## src/rtl/mul_seq_pkg.sv

```systemverilog
// Shared constants for the iterative multiplier sequencer.
package mul_seq_pkg;

   localparam int unsigned MUL_W    = 16;
   localparam int unsigned MUL_ITER = 16;

   localparam logic [2:0] ALU_ADD = 3'b000;

   // Sequencer states, kept as plain constants for older tool flows
   typedef logic [2:0] state_t;
   localparam state_t IDLE  = 3'd0;
   localparam state_t NEG_A = 3'd1;
   localparam state_t NEG_B = 3'd2;
   localparam state_t ACC   = 3'd3;
   localparam state_t DBL   = 3'd4;
   localparam state_t FIX   = 3'd5;
   localparam state_t DONE  = 3'd6;

endpackage

```

## src/rtl/mul_seq.sv

```systemverilog
// Iterative 16x16 shift-and-add multiplier that borrows the shared ALU for
// every addition. Signed operands are multiplied as magnitudes and the sign
// is reapplied at the end.
module mul_seq
   import mul_seq_pkg::*;
(
   input  logic             clk,
   input  logic             rst_n,
   input  logic             start,
   input  logic [MUL_W-1:0] a,
   input  logic [MUL_W-1:0] b,
   input  logic             is_signed,
   output logic             busy,
   output logic             done,
   output logic [MUL_W-1:0] product,
   output logic             ofl,
   output logic             zero,
   output logic [MUL_W-1:0] alu_a,
   output logic [MUL_W-1:0] alu_b,
   output logic             alu_cin,
   output logic [2:0]       alu_op,
   output logic             alu_inva,
   output logic             alu_invb,
   output logic             alu_sign,
   input  logic [MUL_W-1:0] alu_out,
   input  logic             alu_ofl,
   input  logic             alu_z
);

   state_t           state_q, state_d;
   logic [MUL_W-1:0] a_r_q, a_r_d;
   logic [MUL_W-1:0] mcand_q, mcand_d;
   logic [MUL_W-1:0] mplier_q, mplier_d;
   logic [MUL_W-1:0] acc_q, acc_d;
   logic [3:0]       cnt_q, cnt_d;
   logic             sgn_q, sgn_d;
   logic             neg_q, neg_d;
   logic             mc_hi_q, mc_hi_d;
   logic             ov_q, ov_d;
   logic [MUL_W-1:0] product_q, product_d;
   logic             ofl_q, ofl_d;
   logic             zero_q, zero_d;

   assign busy    = (state_q != IDLE);
   assign done    = (state_q == DONE);
   assign product = product_q;
   assign ofl     = ofl_q;
   assign zero    = zero_q;

   // ALU micro-op for the current state; negation is ~x + 0 + 1
   always_comb begin
      alu_a    = '0;
      alu_b    = '0;
      alu_cin  = 1'b0;
      alu_op   = ALU_ADD;
      alu_inva = 1'b0;
      alu_invb = 1'b0;
      alu_sign = 1'b0;
      case (state_q)
         NEG_A: begin
            alu_a = a_r_q;
            if (sgn_q && a_r_q[MUL_W-1]) begin
               alu_inva = 1'b1;
               alu_cin  = 1'b1;
            end
         end
         NEG_B: begin
            alu_a = mplier_q;
            if (sgn_q && mplier_q[MUL_W-1]) begin
               alu_inva = 1'b1;
               alu_cin  = 1'b1;
            end
         end
         ACC: begin
            alu_a = acc_q;
            alu_b = mplier_q[0] ? mcand_q : '0;
         end
         DBL: begin
            alu_a = mcand_q;
            alu_b = mcand_q;
         end
         FIX: begin
            alu_a = acc_q;
            if (neg_q) begin
               alu_inva = 1'b1;
               alu_cin  = 1'b1;
            end
         end
         default: ;
      endcase
   end

   // Next-state and register updates; start is only honoured in IDLE
   always_comb begin
      state_d   = state_q;
      a_r_d     = a_r_q;
      mcand_d   = mcand_q;
      mplier_d  = mplier_q;
      acc_d     = acc_q;
      cnt_d     = cnt_q;
      sgn_d     = sgn_q;
      neg_d     = neg_q;
      mc_hi_d   = mc_hi_q;
      ov_d      = ov_q;
      product_d = product_q;
      ofl_d     = ofl_q;
      zero_d    = zero_q;
      case (state_q)
         IDLE: begin
            if (start) begin
               a_r_d    = a;
               mplier_d = b;
               sgn_d    = is_signed;
               neg_d    = is_signed & (a[MUL_W-1] ^ b[MUL_W-1]);
               acc_d    = '0;
               cnt_d    = '0;
               mc_hi_d  = 1'b0;
               ov_d     = 1'b0;
               state_d  = NEG_A;
            end
         end
         NEG_A: begin
            mcand_d = alu_out;
            state_d = NEG_B;
         end
         NEG_B: begin
            mplier_d = alu_out;
            state_d  = ACC;
         end
         ACC: begin
            acc_d = alu_out;
            // mc_hi: the shifted multiplicand already exceeds 16 bits
            if (mplier_q[0] && (alu_ofl || mc_hi_q)) ov_d = 1'b1;
            state_d = DBL;
         end
         DBL: begin
            mcand_d  = alu_out;
            if (alu_ofl) mc_hi_d = 1'b1;
            mplier_d = {1'b0, mplier_q[MUL_W-1:1]};
            cnt_d    = cnt_q + 4'd1;
            state_d  = (cnt_q != 4'(MUL_ITER - 1)) ? ACC : FIX;
         end
         FIX: begin
            product_d = alu_out;
            zero_d    = alu_z;
            // acc is the magnitude; 0x8000 is representable only when negative
            if (sgn_q) ofl_d = ov_q | (acc_q[MUL_W-1] & ~(neg_q & (acc_q == 16'h8000)));
            else       ofl_d = ov_q;
            state_d = DONE;
         end
         DONE: state_d = IDLE;
         default: state_d = IDLE;
      endcase
   end

   // State and datapath registers
   always_ff @(posedge clk or negedge rst_n) begin
      if (!rst_n) begin
         state_q   <= IDLE;
         a_r_q     <= '0;
         mcand_q   <= '0;
         mplier_q  <= '0;
         acc_q     <= '0;
         cnt_q     <= '0;
         sgn_q     <= 1'b0;
         neg_q     <= 1'b0;
         mc_hi_q   <= 1'b0;
         ov_q      <= 1'b0;
         product_q <= '0;
         ofl_q     <= 1'b0;
         zero_q    <= 1'b0;
      end else begin
         state_q   <= state_d;
         a_r_q     <= a_r_d;
         mcand_q   <= mcand_d;
         mplier_q  <= mplier_d;
         acc_q     <= acc_d;
         cnt_q     <= cnt_d;
         sgn_q     <= sgn_d;
         neg_q     <= neg_d;
         mc_hi_q   <= mc_hi_d;
         ov_q      <= ov_d;
         product_q <= product_d;
         ofl_q     <= ofl_d;
         zero_q    <= zero_d;
      end
   end

endmodule

```

## config.mk

```make
export PLATFORM = sky130hd
export DESIGN_NAME = mul_seq
export DESIGN_NICKNAME = d
export VERILOG_FILES = /design/src/rtl/mul_seq_pkg.sv /design/src/rtl/mul_seq.sv
export SDC_FILE = /design/constraint.sdc
export NUM_CORES = 1
export LEC_CHECK = 0
export ABC_CLOCK_PERIOD_IN_PS = 2000
export CAP_MARGIN = 0
export CORE_UTILIZATION = 40
export DETAILED_ROUTE_END_ITERATION = 7
export PLACE_DENSITY = 0.62
export SKIP_LAST_GASP = 1
export SLEW_MARGIN = 25
export SYNTH_ARGS = -nofsm -noshare
export SYNTH_HDL_FRONTEND = slang
export SYNTH_SLANG_ARGS = --single-unit
```

## constraint.sdc

```tcl
create_clock -name clk -period 2 [get_ports clk]
set_input_delay 0.6 -clock clk [delete_from_list [all_inputs] [get_ports clk]]
set_output_delay 0.6 -clock clk [all_outputs]
set_load 0.02 [all_outputs]
```

After elaboration in Yosys (flattened, before gate mapping)
Index checks and enable logic that the tools add are counted.
- muxes and demuxes: 22
- eq/ne operators: 11
- add/sub/neg operators: 1
- reduce and logical (&&, ||, !) cells: 17
- bitwise gates (word level): 6
- operators with widths (operator ; number):
    $pmux W16 S2 ; 2
    $pmux W16 S4 ; 1
    $mux W16 ; 3
    $pmux W16 S3 ; 1
    $pmux W3 S6 ; 1
    $eq A16 B16 Y1 const B ; 1
    $eq A3 B3 Y1 const B ; 3
    $pmux W4 S2 ; 1
    $reduce_and A2 Y1 ; 4
    $mux W1 ; 7
    $eq A3 B2 Y1 const B ; 2
    $mux W3 ; 2
    $ne A2 B2 Y1 const B ; 3
    $reduce_and A3 Y1 ; 2
    $reduce_bool A3 Y1 ; 2
    $add A4 B1 Y4 const B ; 1
    $mux W4 ; 1
    $ne A4 B4 Y1 const B ; 1
    $pmux W1 S2 ; 2
    $reduce_bool A2 Y1 ; 2
    $reduce_or A2 Y1 ; 2
    $and A1 B1 Y1 ; 3
    $eq A3 B1 Y1 const B ; 1
    $logic_and A1 B1 Y1 ; 3
    other kinds (6) ; 6
- logic and storage cells: 70
- bits in registers: 93

Longest topological paths before layout
Gate-level depths: netlist of the first run.
- depth in word-level cells: 6
- mapped depth: 7
- depth with buffers taken out: 4

Least setup slack after synthesis of the first run
Ideal clock, no wire load.
- path kind: reg-to-output
- from: register state_q[0]
- to: output alu_b[0]
- path slack: -0.154 ns
- arrival: 1.554 ns
- path buffers: 2
- cell stages (with the launch flop): 7
- cell sequence: dfrtp_1 -> buf_6 -> nor2_1 -> nand2_1 -> a21boi_2 -> clkbuf_1 -> nor2b_1
- word-level cells in the longest chain between the ends: 2
- elaborated cells between the ends (all ways): 3
- RTL lines (item ; RTL line ; RTL):
    start, declared ; mul_seq.sv:30 ; state_t state_q, state_d;
    start signal, assigned ; mul_seq.sv:173 ; state_q <= state_d;
    $eq A3 B3 Y1 or $eq A3 B2 Y1 (tied branches) ; mul_seq.sv:59 ; case (state_q)
    $pmux W16 S2 (*) ; mul_seq.sv:59 ;
    end, declared ; mul_seq.sv:19 ; output logic [MUL_W-1:0] alu_b,
Mark *: on every way between the ends. The rest lies on a longest branch, timed or not.

Worst setup path in the final report of the first run
- from: register state_q[0]
- to: output alu_b[5]
The elaborated chain is that of the path after synthesis.

==> out/summary.txt, run 1 <==
Mapped Cells: 422
Reg area: 2331 sq um
RePlAce Congestion: 0.8585
Total CTS buffers: 9
Peak supply drop: 0.9694 mV
Vias: 4144
Final setup skew: 0.009828 ns
Initial antenna violation count: 0
Fin Hold WS: 0.1997 ns
Power after layout: 0.01344 W
Clock slew at reported path FFs: 0.07 ns
Final WS setup: -0.3412 ns
CTS sink cnt: 93
Grt ovf: 0
Static Leakage: 3.113 nW
Die area: 12530 sq um
Worst path arrival time: 1.74 ns
Worst path required time: 1.40 ns
GRT Util Overall: 0.2452
Post-synth ARST share: 1.000
Multi-input logic area: 2545 sq um
Via/cell ratio: 5.661
Reg2reg path depth: 8
DR DRC count: 3
Worst Setup SP: state_q[0]
Detailed Route WL: 15310 microns
Clock buffer depth: 2
Power per cell area: 1866 nW/um^2
CP Max Fanout: 6
Status: complete, but fails checks
Seq cells post-synth: 93
Reg2reg end: a_r_q[4]
Ratio of final minimum period to clock period: 1.171
Wire length per cell: 20.91 microns
EDFF count, synth: 0
Final Critical Period: 2.341 ns
Syn Area/Cell: 11.46 sq um
CTS tree: done
Filler Cell Count: 966
Post-route insts no fill: 732
DP HPWL: 10730 microns
Most common cell after layout, fill and taps aside: dfrtp_1
First-pass GRT wire length: 23080 microns
Reg2reg setup slack: -0.13 ns
Vias in the first global route: 4115
Most frequent cells in the layout: 90 x dfrtp_1, 76 x buf_4, 70 x clkdlybuf4s50_1
# hold bufs at CTS: 0
CTS root buf: clkbuf_16
Setup TNS: -12.74 ns
Crit. End Element: output port
Clk Latency, worst-skew pair: 0.35 ns
# IOs: 113
Final setup vio count: 69
Hold Crit Class: in -> async
Failing checks: design-rule violations, negative setup slack
H-tree depth: 3
Final ANT Viol Nets: 0
Reg2reg start: state_q[1]
Placed insts: 698
Share of cells above drive strength 1: 0.3888
Core area: 11610 sq um
Pins over their slew limit: 0
Pin count of the biggest net entering global routing: 32
Unique masters post-synth: 48
Max Cap Viol: 0
# diodes: 0
Sequential area share after synthesis: 0.4814
Starting density of the core: 0.4163
Synthesis Warnings: 0
Max Fclk: 427.1 MHz
Critical path type: reg -> out
Final hold violation count: 0
Die width: 111.9 microns
Iteration-0 DRC Markers: 290
Mapped cell area: 4835 sq um
Nets: 639
RSZ-0062 raised after global routing: true
Area grow syn2layout: 48.99%
Port Buffers: 107
Startpoint Class: flop
Die H: 111.9 microns
Pre-Repair DR Iteration Count: 8
Ys flop type: dfrtp_1
Row Count: 39
## cells in the mapped netlist (4+ instances only)
| library cell | count | area (sq um) |
|---|---|---|
| dfrtp_1 | 93 | 2327 |
| o22ai_1 | 32 | 200.2 |
| mux2i_1 | 31 | 310.3 |
| mux2_2 | 27 | 304.0 |
| mux2_1 | 23 | 259.0 |
| nor2_1 | 20 | 75.07 |
| a21oi_1 | 19 | 95.09 |
| a22o_1 | 19 | 166.4 |
| nor2b_1 | 18 | 112.6 |
| o211ai_1 | 17 | 127.6 |
| buf_2 | 16 | 80.08 |
| o21a_1 | 15 | 112.6 |
| o221ai_1 | 15 | 131.4 |
| buf_4 | 13 | 97.59 |
| nand2_1 | 6 | 22.52 |
| o21ai_0 | 6 | 30.03 |
| buf_6 | 5 | 56.30 |
| nand3_1 | 5 | 25.02 |
| inv_1 | 4 | 15.01 |
## cell type report
type,instances,share of cell area
multi-input cells,287,0.3533
flip-flops and latches,93,0.3236
repair buffers,187,0.2531
clock buffers,11,0.03370
well taps,143,0.02484
clock inverters,5,0.008338
inverters,6,0.003127
## repair_timing
item | 4_1_cts | 5_1_grt
endpoints found under the setup margin | 53 | 85
setup buffers | 7 | 9
gates resized for setup | 207 | 50
pin swaps | 14 | 9
gates cloned | 1 | 3
## worst max-delay path, cell delays in order, from the launching register on
cell and delay (ns):
dfrtp_2 0.46, nor2_2 0.15, nand2_1 0.08, a21boi_4 0.15
buf_4 0.16, buf_8 0.15, nor2b_4 0.10, buf_4 0.14
## where the power goes
group | switching, W | internal (W)
sequential | 0.000789 | 0.00279
combinational | 0.00388 | 0.00424
clock | 0.000735 | 0.00101
total | 0.00541 | 0.00804
## per-layer routing
metal	part of all wire	global-route usage	up-vias
li1	-	-	1901
met1	0.46	0.3558	2082
met4	0.020	0.1004	0
met5	0	0	-
met3	0.070	0.04137	20
met2	0.45	0.3636	141
## through the flow
| stage | util | setup slack [ns] | instance area (sq um) |
|---|---|---|---|
| final | 0.6202 | -0.3412 | 7203 |
| after CTS | 0.5974 | -0.3022 | 6938 |
| after global routing | 0.6202 | -0.3989 | 7203 |
| after floorplan | - | -0.02000 | 5010 |
| after detailed placement | 0.5625 | -0.3863 | 6533 |
| after global placement | 0.5625 | -0.3556 | 6533 |
## state kept, by name (all words and copies together) (netlist names)
register  count
sgn_q         1
a_r_q        16
mc_hi_q       1
ov_q          1
state_q       3
ofl           1
mcand_q      16
product      16
neg_q         1
acc_q        16
cnt_q         4
mplier_q     16
zero          1
## cells by family (layout without fill, tap and decap cells)
family          count (synthesis)  count (layout)  synth area share
compound gates                131             131            0.1951
flops                          93              93            0.4814
mux                            81              81            0.1806
simple gates                   66              67           0.07712
buf+inv                        47             209           0.05874
xor+xnor                        2               2          0.003624
fa+ha+maj                       1               1          0.002588
other cells                     1               5         0.0007757
## worst max path at each step
stage	end	slack [ns]	depth (start not counted)
2_1_floorplan	alu_a[11]	-0.02	5
3_3_place_gp	alu_b[1]	-0.36	6
3_5_place_dp	alu_a[15]	-0.39	5
4_1_cts	alu_a[15]	-0.30	6
5_1_grt	alu_cin	-0.40	7
6_report	alu_b[5]	-0.34	7
Power figures use the tool's default switching activity.
==> run 2: changes to the inputs <==
- ABC_CLOCK_PERIOD_IN_PS: 2000 -> 2100
- PLACE_DENSITY: 0.62 -> 0.65
- clock period: 2 -> 2.1 ns (I/O delays scaled with it)
==> out/summary.txt, run 2 (synthesized netlist as in run 1, its figures left out) <==
Status: complete, but fails checks
Failing checks: design-rule violations, negative setup slack
Max Cap Viol: 0
Reg2reg setup slack: -0.11 ns
Pin count of the biggest net entering global routing: 35
Startpoint Class: flop
Reg2reg end: mplier_q[10]
Clock buffer depth: 2
Critical path type: reg -> out
Total CTS buffers: 9
Vias in the first global route: 4357
CTS root buf: clkbuf_16
Power Internal: 0.007264 W
Worst Max-Slew Pin Slew: 0.8657 ns
Final setup vio count: 51
Reg area: 2331 sq um
Crit-path cells: buf_8 > buf_6 > mux2i_1 > nor2_1 > a21oi_2 > o22ai_2 > buf_6
Power share of the clock group: 0.137
CP dominant cell by count: buf_6
Sw frac: 0.4091
Largest stage delay on the critical path: 0.41 ns
Pins over their slew limit: 0
Core area: 11610 sq um
Via/cell ratio: 5.831
CTS tree: done
Finished Core Util: 0.5962
Area grow syn2layout: 43.22%
Reg2reg path depth: 8
H-tree depth: 3
Vias: 4181
Final ANT Viol Nets: 0
Grt ovf: 0
DP HPWL: 10010 microns
Setup TNS: -6.853 ns
Comb power frac: 0.591
DR DRC count: 2
Worst path arrival time: 1.72 ns
Final Critical Period: 2.353 ns
CTS sink cnt: 93
Switching power: 0.005029 W
Die width: 111.9 microns
# diodes: 0
Seq pwr share: 0.272
Starting density of the core: 0.4163
First-pass GRT wire length: 24070 microns
Power per cell area: 1775 nW/um^2
Reg2reg start: state_q[0]
Final setup skew: 0.008053 ns
Multi-input logic area: 2420 sq um
Die H: 111.9 microns
RePlAce Congestion: 0.8497
Ratio of final minimum period to clock period: 1.121
Iteration-0 DRC Markers: 303
Peak supply drop: 0.8682 mV
Detailed Route WL: 14850 microns
Slew HR: 0.4223
Row Count: 39
Hold Crit Class: in -> async
Most frequent cells in the layout: 90 x dfrtp_1, 70 x clkdlybuf4s50_1, 68 x buf_4
Slowest CP cell: dfrtp_2
Nets: 624
RSZ-0062 raised after global routing: true
Final WS setup: -0.2532 ns
GRT Util Overall: 0.2506
Max Fclk: 425.0 MHz
Most common cell after layout, fill and taps aside: dfrtp_1
Clock slew at reported path FFs: 0.07 ns
Worst path required time: 1.47 ns
Share of cells above drive strength 1: 0.3328
Crit. End Element: output port
Filler Cell Count: 959
Clk Latency, worst-skew pair: 0.35 ns
Initial antenna violation count: 0
# IOs: 113
Final hold violation count: 0
Wire length per cell: 20.71 microns
Static Leakage: 2.942 nW
Die area: 12530 sq um
Pre-Repair DR Iteration Count: 6
CP Max Fanout: 10
Port Buffers: 107
Fin Hold WS: 0.2350 ns
run 2: power by group through the flow:
stage | clock (W) | sequential [W] | combinational [W]
after global placement | 0 | 0.00328 | 0.00640
final | 0.00168 | 0.00335 | 0.00726
after detailed placement | 0 | 0.00330 | 0.00651
after global routing | 0.00180 | 0.00345 | 0.00773
after CTS | 0.00169 | 0.00332 | 0.00714
after floorplan | 0 | 0.00333 | 0.00382
run 2: layer usage:
layer,part of all wire,vias to the layer above,wire [microns],global-route usage
met1,0.44,2115,6555,0.3428
met4,0.013,0,192,0.07911
met2,0.49,169,7214,0.4054
met3,0.060,20,886,0.04355
li1,-,1877,-,-
met5,0,-,0,0
run 2: worst max-delay path: cells and delay by family (launching register included):
family	cells	cell delay [ns]
compound gates	2	0.21
buf+inv	3	0.44
flops	1	0.41
mux	1	0.23
simple gates	1	0.08
run 2: per-stage QoR:
stage / instance area [sq um] / power, W / cells / setup WS (ns)
finish: 6924 / 0.01229 / 717 / -0.2532
global route: 6924 / 0.01297 / 717 / -0.3203
CTS: 6884 / 0.01216 / 714 / -0.2594
detailed placement: 6270 / 0.009818 / 684 / -0.6410
global placement: 6270 / 0.009677 / 684 / -0.5687
floorplan: 4851 / 0.007154 / 426 / -0.08408
run 2: area by class of cell:
class,count,share of cell area
multi-input cells,286,0.3495
clock buffers,13,0.03759
clock inverters,3,0.006325
repair buffers,173,0.2407
flip-flops and latches,93,0.3366
inverters,6,0.003433
well taps,143,0.02584
run 2: how the worst max path moves through the flow:
stage	from	cells after the start	slack [ns]	end
after CTS	state_q[1]	7	-0.26	alu_a[3]
after floorplan	state_q[0]	6	-0.08	alu_b[0]
after detailed placement	state_q[1]	5	-0.64	alu_b[0]
final	state_q[1]	7	-0.25	alu_a[7]
after global placement	state_q[1]	5	-0.57	alu_b[9]
after global routing	state_q[1]	7	-0.32	alu_a[14]
run 2: repair_timing:
| item | 4_1_cts | 5_1_grt |
|---|---|---|
| hold buffers | 0 | 0 |
| pin swaps | 26 | 2 |
| gates cloned | 1 | 0 |
| setup buffers | 13 | 4 |
| resized for setup | 219 | 28 |
| setup endpoints to repair | 36 | 58 |
